### src/rtl/fifo_pkg.sv
// ----------------------------------------------------------------------------
// fifo_pkg
// Shared definitions for param_fifo and its storage sub-module:
//   - default data width and depth
//   - read-mode enum (registered read vs. first-word-fall-through)
//   - width helper functions for the occupancy counter and the pointers
// ----------------------------------------------------------------------------
package fifo_pkg;

    localparam int DEF_FIFO_WIDTH = 16;
    localparam int DEF_FIFO_DEPTH = 8;

    // REG_READ  : data_out is a register loaded on each accepted read
    // FWFT_READ : data_out shows the head entry combinationally
    typedef enum logic {
        REG_READ  = 1'b0,
        FWFT_READ = 1'b1
    } fifo_mode_e;

    // Counter must hold every value 0..depth inclusive.
    function automatic int count_width(input int depth);
        return $clog2(depth + 1);
    endfunction

    // Pointer addresses 0..depth-1; never narrower than one bit.
    function automatic int ptr_width(input int depth);
        return (depth <= 2) ? 1 : $clog2(depth);
    endfunction

endpackage : fifo_pkg

### src/rtl/fifo_mem.sv
// ----------------------------------------------------------------------------
// fifo_mem
// Dual-port storage for param_fifo: one synchronous write port and one read
// port whose style follows MODE.
//   clk      in   clock, rising edge
//   rst_n    in   asynchronous active-low reset (read register only)
//   wr_en    in   write strobe
//   wr_addr  in   write address
//   wr_data  in   write data
//   rd_en    in   load strobe for the registered read port
//   rd_addr  in   read address
//   rd_data  out  read data (registered for REG_READ, combinational for FWFT)
// The storage array itself is never reset.
// ----------------------------------------------------------------------------
module fifo_mem
    import fifo_pkg::*;
#(
    parameter int         WIDTH = DEF_FIFO_WIDTH,
    parameter int         DEPTH = DEF_FIFO_DEPTH,
    parameter int         AW    = 3,
    parameter fifo_mode_e MODE  = REG_READ
) (
    input  logic             clk,
    input  logic             rst_n,
    input  logic             wr_en,
    input  logic [AW-1:0]    wr_addr,
    input  logic [WIDTH-1:0] wr_data,
    input  logic             rd_en,
    input  logic [AW-1:0]    rd_addr,
    output logic [WIDTH-1:0] rd_data
);

    logic [WIDTH-1:0] mem_q [DEPTH];

    always_ff @(posedge clk) begin
        if (wr_en) begin
            mem_q[wr_addr] <= wr_data;
        end
    end

    generate
        if (MODE == FWFT_READ) begin : g_fwft
            // Head entry is always visible; the pop only moves the pointer.
            assign rd_data = mem_q[rd_addr];

            // Reset and load strobe have no role in this read style.
            logic unused_ok;
            assign unused_ok = &{1'b0, rst_n, rd_en};
        end else begin : g_reg
            logic [WIDTH-1:0] rd_data_q;

            // Read-before-write: a same-edge write to rd_addr is not seen here.
            always_ff @(posedge clk or negedge rst_n) begin
                if (!rst_n) begin
                    rd_data_q <= '0;
                end else if (rd_en) begin
                    rd_data_q <= mem_q[rd_addr];
                end
            end

            assign rd_data = rd_data_q;
        end
    endgenerate

endmodule : fifo_mem

### src/rtl/param_fifo.sv
// ----------------------------------------------------------------------------
// param_fifo
// Single-clock synchronous FIFO with arbitrary depth, programmable
// almost-full / almost-empty thresholds, fill-level output, synchronous
// flush and selectable registered or first-word-fall-through read.
//   clk          in   clock, rising edge
//   rst_n        in   asynchronous active-low reset
//   data_in      in   write data
//   wr_en        in   write request
//   rd_en        in   read request (pop in FWFT mode)
//   flush        in   synchronous clear of pointers/count, beats wr_en/rd_en
//   data_out     out  read data
//   wr_ack       out  previous-cycle write accepted
//   overflow     out  previous-cycle write rejected
//   underflow    out  previous-cycle read rejected
//   full/empty/almostfull/almostempty  out  flags decoded from count
//   count        out  occupancy 0..FIFO_DEPTH
// ----------------------------------------------------------------------------
module param_fifo
    import fifo_pkg::*;
#(
    parameter int FIFO_WIDTH      = DEF_FIFO_WIDTH,
    parameter int FIFO_DEPTH      = DEF_FIFO_DEPTH,
    parameter int ALMOST_FULL_TH  = FIFO_DEPTH - 1,
    parameter int ALMOST_EMPTY_TH = 1,
    parameter int FWFT            = 0,
    localparam int CW             = count_width(FIFO_DEPTH)
) (
    input  logic                  clk,
    input  logic                  rst_n,
    input  logic [FIFO_WIDTH-1:0] data_in,
    input  logic                  wr_en,
    input  logic                  rd_en,
    input  logic                  flush,
    output logic [FIFO_WIDTH-1:0] data_out,
    output logic                  wr_ack,
    output logic                  overflow,
    output logic                  underflow,
    output logic                  full,
    output logic                  empty,
    output logic                  almostfull,
    output logic                  almostempty,
    output logic [CW-1:0]         count
);

    localparam int         PW   = ptr_width(FIFO_DEPTH);
    localparam fifo_mode_e MODE = (FWFT != 0) ? FWFT_READ : REG_READ;

    generate
        if (FIFO_DEPTH < 2) begin : g_bad_depth
            $fatal(1, "param_fifo: FIFO_DEPTH must be at least 2");
        end
        if (!((ALMOST_EMPTY_TH >= 0) && (ALMOST_EMPTY_TH < ALMOST_FULL_TH) &&
              (ALMOST_FULL_TH <= FIFO_DEPTH))) begin : g_bad_th
            $fatal(1, "param_fifo: need 0 <= ALMOST_EMPTY_TH < ALMOST_FULL_TH <= FIFO_DEPTH");
        end
    endgenerate

    logic [PW-1:0] wr_ptr_q, wr_ptr_d;
    logic [PW-1:0] rd_ptr_q, rd_ptr_d;
    logic [CW-1:0] count_q,  count_d;
    logic          wr_ack_q,    wr_ack_d;
    logic          overflow_q,  overflow_d;
    logic          underflow_q, underflow_d;

    logic rd_accept;
    logic wr_accept;

    // Explicit wrap so non-power-of-two depths cycle through 0..DEPTH-1 only.
    function automatic logic [PW-1:0] ptr_inc(input logic [PW-1:0] p);
        return (p == PW'(FIFO_DEPTH - 1)) ? '0 : p + PW'(1);
    endfunction

    // Flags depend only on the count register, never on this cycle's requests.
    assign full        = (count_q == CW'(FIFO_DEPTH));
    assign empty       = (count_q == '0);
    assign almostfull  = (count_q >= CW'(ALMOST_FULL_TH));
    assign almostempty = (count_q <= CW'(ALMOST_EMPTY_TH));

    // A read frees a slot, so a full FIFO still takes a write alongside it.
    // An empty FIFO cannot lend its incoming word to a same-cycle read.
    assign rd_accept = rd_en && !empty && !flush;
    assign wr_accept = wr_en && (!full || rd_accept) && !flush;

    always_comb begin
        wr_ptr_d    = wr_ptr_q;
        rd_ptr_d    = rd_ptr_q;
        count_d     = count_q;
        wr_ack_d    = wr_accept;
        overflow_d  = wr_en && !wr_accept && !flush;
        underflow_d = rd_en && !rd_accept && !flush;

        if (flush) begin
            wr_ptr_d = '0;
            rd_ptr_d = '0;
            count_d  = '0;
        end else begin
            if (wr_accept) begin
                wr_ptr_d = ptr_inc(wr_ptr_q);
            end
            if (rd_accept) begin
                rd_ptr_d = ptr_inc(rd_ptr_q);
            end
            case ({wr_accept, rd_accept})
                2'b10:   count_d = count_q + CW'(1);
                2'b01:   count_d = count_q - CW'(1);
                default: count_d = count_q;
            endcase
        end
    end

    always_ff @(posedge clk or negedge rst_n) begin
        if (!rst_n) begin
            wr_ptr_q    <= '0;
            rd_ptr_q    <= '0;
            count_q     <= '0;
            wr_ack_q    <= 1'b0;
            overflow_q  <= 1'b0;
            underflow_q <= 1'b0;
        end else begin
            wr_ptr_q    <= wr_ptr_d;
            rd_ptr_q    <= rd_ptr_d;
            count_q     <= count_d;
            wr_ack_q    <= wr_ack_d;
            overflow_q  <= overflow_d;
            underflow_q <= underflow_d;
        end
    end

    fifo_mem #(
        .WIDTH (FIFO_WIDTH),
        .DEPTH (FIFO_DEPTH),
        .AW    (PW),
        .MODE  (MODE)
    ) u_mem (
        .clk     (clk),
        .rst_n   (rst_n),
        .wr_en   (wr_accept),
        .wr_addr (wr_ptr_q),
        .wr_data (data_in),
        .rd_en   (rd_accept),
        .rd_addr (rd_ptr_q),
        .rd_data (data_out)
    );

    assign wr_ack    = wr_ack_q;
    assign overflow  = overflow_q;
    assign underflow = underflow_q;
    assign count     = count_q;

endmodule : param_fifo

### config.mk
export PLATFORM = sky130hd
export DESIGN_NAME = param_fifo
export DESIGN_NICKNAME = d
export VERILOG_FILES = /design/src/rtl/fifo_pkg.sv /design/src/rtl/fifo_mem.sv /design/src/rtl/param_fifo.sv
export SDC_FILE = /design/constraint.sdc
export NUM_CORES = 1
export LEC_CHECK = 0
export CORE_MARGIN = 2
export CORE_UTILIZATION = 45
export CTS_CLUSTER_DIAMETER = 30
export DETAILED_ROUTE_END_ITERATION = 10
export DONT_BUFFER_PORTS = 1
export SETUP_SLACK_MARGIN = 0.02
export SYNTH_ARGS = -nofsm -noshare
export SYNTH_HDL_FRONTEND = slang
export SYNTH_HIERARCHICAL = 1
export SYNTH_SLANG_ARGS = --single-unit
### constraint.sdc
create_clock -name clk -period 4.1 [get_ports clk]
set_input_delay 0.82 -clock clk [delete_from_list [all_inputs] [get_ports clk]]
set_output_delay 0.82 -clock clk [all_outputs]
set_load 0.02 [all_outputs]
==> results.ini <==
[status]
outcome = finished, final reports clean

[die]
die_x_um = 123.8
dieArea_um2 = 15320
pin_count = 48
rows = 43
coreArea_um2 = 13930
start_util_pct = 46.33
die_h_um = 123.8

[clock_tree]
cts_buffer_depth = 2
cts_setup_buffers = 0
cts_tree = built
cts_root_buffer = clkbuf_16
htreeDepth = 4
hold_buffers = 0
ctsResizeCount = 0
path_clk_slew_ps = 60
numCtsBuffers = 17
clock-sinks = 157
clkLatencyLatePin_ps = 420

[place]
dpl.cell_count = 580
dp_hpwl_mm = 7.760
preCtsSetupSlack_ps = 1326
globalplace.congestion = 0.7706
portBuffers = 0

[grt]
antenna_found_initial = 0
grt_pass1_vias = 3454
grt_first_pass_wirelength_mm = 19.51
grt-ovfl-total = 0
grtUsageTotal_pct = 17.82
grt_start_max_net_pins = 53

[pwr]
finalPower_mw = 4.388
peakVddDrop_mv = 0.4603
p_leak_nw = 2.576
pwr_density_cell_nw_per_um2 = 608.6

[sta]
finalHoldViolCount = 0
rsz0062_at_grt = false
fmax_mhz = 358.1
setup_violations = 0
fin_hold_ws_ps = 88.35
fin_crit_sh_pct = 68.11
maxSlewViolCount = 0
fin_tns_setup_ps = 0
setup_ws_ps = 1308
tightest_slew_ps = 991.3
finClkSkew_ps = 10.17
final.min_clock_period_ps = 2792
slew_headroom_pct = 33.91

[routing]
routed_wl_mm = 12.54
routed_via_density = 5.585
ant_nets = 0
wl_per_cell_um = 20.50
via_count = 3418
first_pass_iters = 4
drc = 0
drt_iter0_markers = 282

[finish]
syn_to_final_growth_pct = 11.67
final_nets = 447
stdcell_count = 612
drive_above_1_share_pct = 13.43
n_antenna_cell = 0
fill_cells = 1121

[worst_setup_path]
worstSetupPathType = reg -> out
cp-start-kind = flop
cp_max_fo = 6
crit_required_ps = 3280
endpoint_kind = output port
cp.arrival_ps = 1970

[logic_synthesis]
synth_nets = 437
synthCells = 409
synthFlopType = edfxtp_1
synth_most_common_cell = edfxtp_1
yosys-top-cells-count = edfxtp_1, mux2i_1, nor2b_1
synth_top_area_share_pct = 59.53
synth_cell_types = 38
ys_warn_count = 6
syn_area_per_cell_um2 = 15.79
yosysTopAreaCell = edfxtp_1
netlist_area_um2 = 6456
synth_seq_cells = 157
synthTopCellsByArea = edfxtp_1, dfrtp_1, mux2i_1, nor2b_1, a41o_1
synth_async_sr_flop_share_pct = 18.47
ys_seq_area_share_pct = 70.78
synth-edff-count = 128

[job]
cap_violations = 0

[hold_path]
hp-class = in -> async

[worst paths after layout]
path / startpoint / endpoint / slack [ps] / depth (start not counted)
worst min register to register: wr_ptr_q[2] / wr_ptr_q[2] / 570 / 2
worst max-delay path: count[1] / empty / 1310 / 4
worst min-delay path: rst_n / count[0] / 90 / 0
worst max register to register: count[0] / u_mem/rd_data[4] / 1330 / 8
min in group clk: flush / rd_ptr_q[0] / 460 / 1
max in group asynchronous: rst_n / u_mem/rd_data[14] / 3920 / 0
[cell usage in the layout (no fill, tap or decap), types with 2 or more instances in the layout]
cell type	count
nor2_2	3
nand3_1	19
mux2_1	2
nor3_1	4
o21ai_1	2
nor2_1	13
or3_1	3
clkbuf_1	3
dfrtp_1	28
a22oi_1	16
nand2_1	8
inv_1	4
buf_4	16
clkinv_1	2
a21oi_1	7
edfxtp_1	128
clkbuf_16	17
nor2b_1	34
ha_1	7
bufinv_16	2
clkbuf_8	2
nor3_2	2
clkinv_2	6
a211o_1	16
nand2b_1	4
or3b_1	2
a41o_1	16
mux2i_1	50
[power breakdown]
group / internal, mW / switching (mW)
Sequential: 1.85 / 0.300
Combinational: 0.351 / 0.400
Clock: 0.916 / 0.569
[per-stage QoR]
| step | util [%] | cell area (µm²) |
|---|---|---|
| 6_report | 51.74 | 7209 |
| 5_1_grt | 51.74 | 7209 |
| 4_1_cts | 51.74 | 7209 |
| 3_5_place_dp | 47.71 | 6648 |
| 3_3_place_gp | 47.71 | 6648 |
| 2_1_floorplan | - | 6456 |
[metal layers]
metal  vias to the layer above  global-route usage [%]  share of wire, %
met1                      1733                   23.03                44
met4                         0                   7.244               1.7
met2                        74                   27.95                49
li1                       1596                       -                 -
met5                         -                       0                 0
met3                        15                   5.723               5.6
[state kept, by name, summed over array words and instances, names as in the netlist]
| register | count |
|---|---|
| u_mem/mem_q | 128 |
| u_mem/rd_data | 16 |
| count | 4 |
| rd_ptr_q | 3 |
| wr_ptr_q | 3 |
| overflow | 1 |
| underflow | 1 |
| wr_ack | 1 |
[critical path: stages (launching register included)]
cell and delay (ps):
dfrtp_1 480, inv_1 160, ha_1 260, or3b_1 510, clkinv_4 130
[logic make-up after synthesis]
family                     share of synthesized area (%)
AOI/OAI and AO/OA                                  8.178
adders and majority gates                          1.357
buffers and inverters                              3.081
DFF                                                70.78
muxes                                              8.101
and+or+nand+nor                                    8.508
[layout make-up]
type,instances,area (µm²),area share (%)
Clock buffer,22,464.2,6.439
Clock inverter,10,97.59,1.354
Inverter,5,23.77,0.3297
Multi-Input combinational cell,222,1705,23.66
Sequential cell,157,4573,63.43
Tap cell,180,225.2,3.124
Timing Repair Buffer,16,120.1,1.666
(Power assumes the default switching activity.)
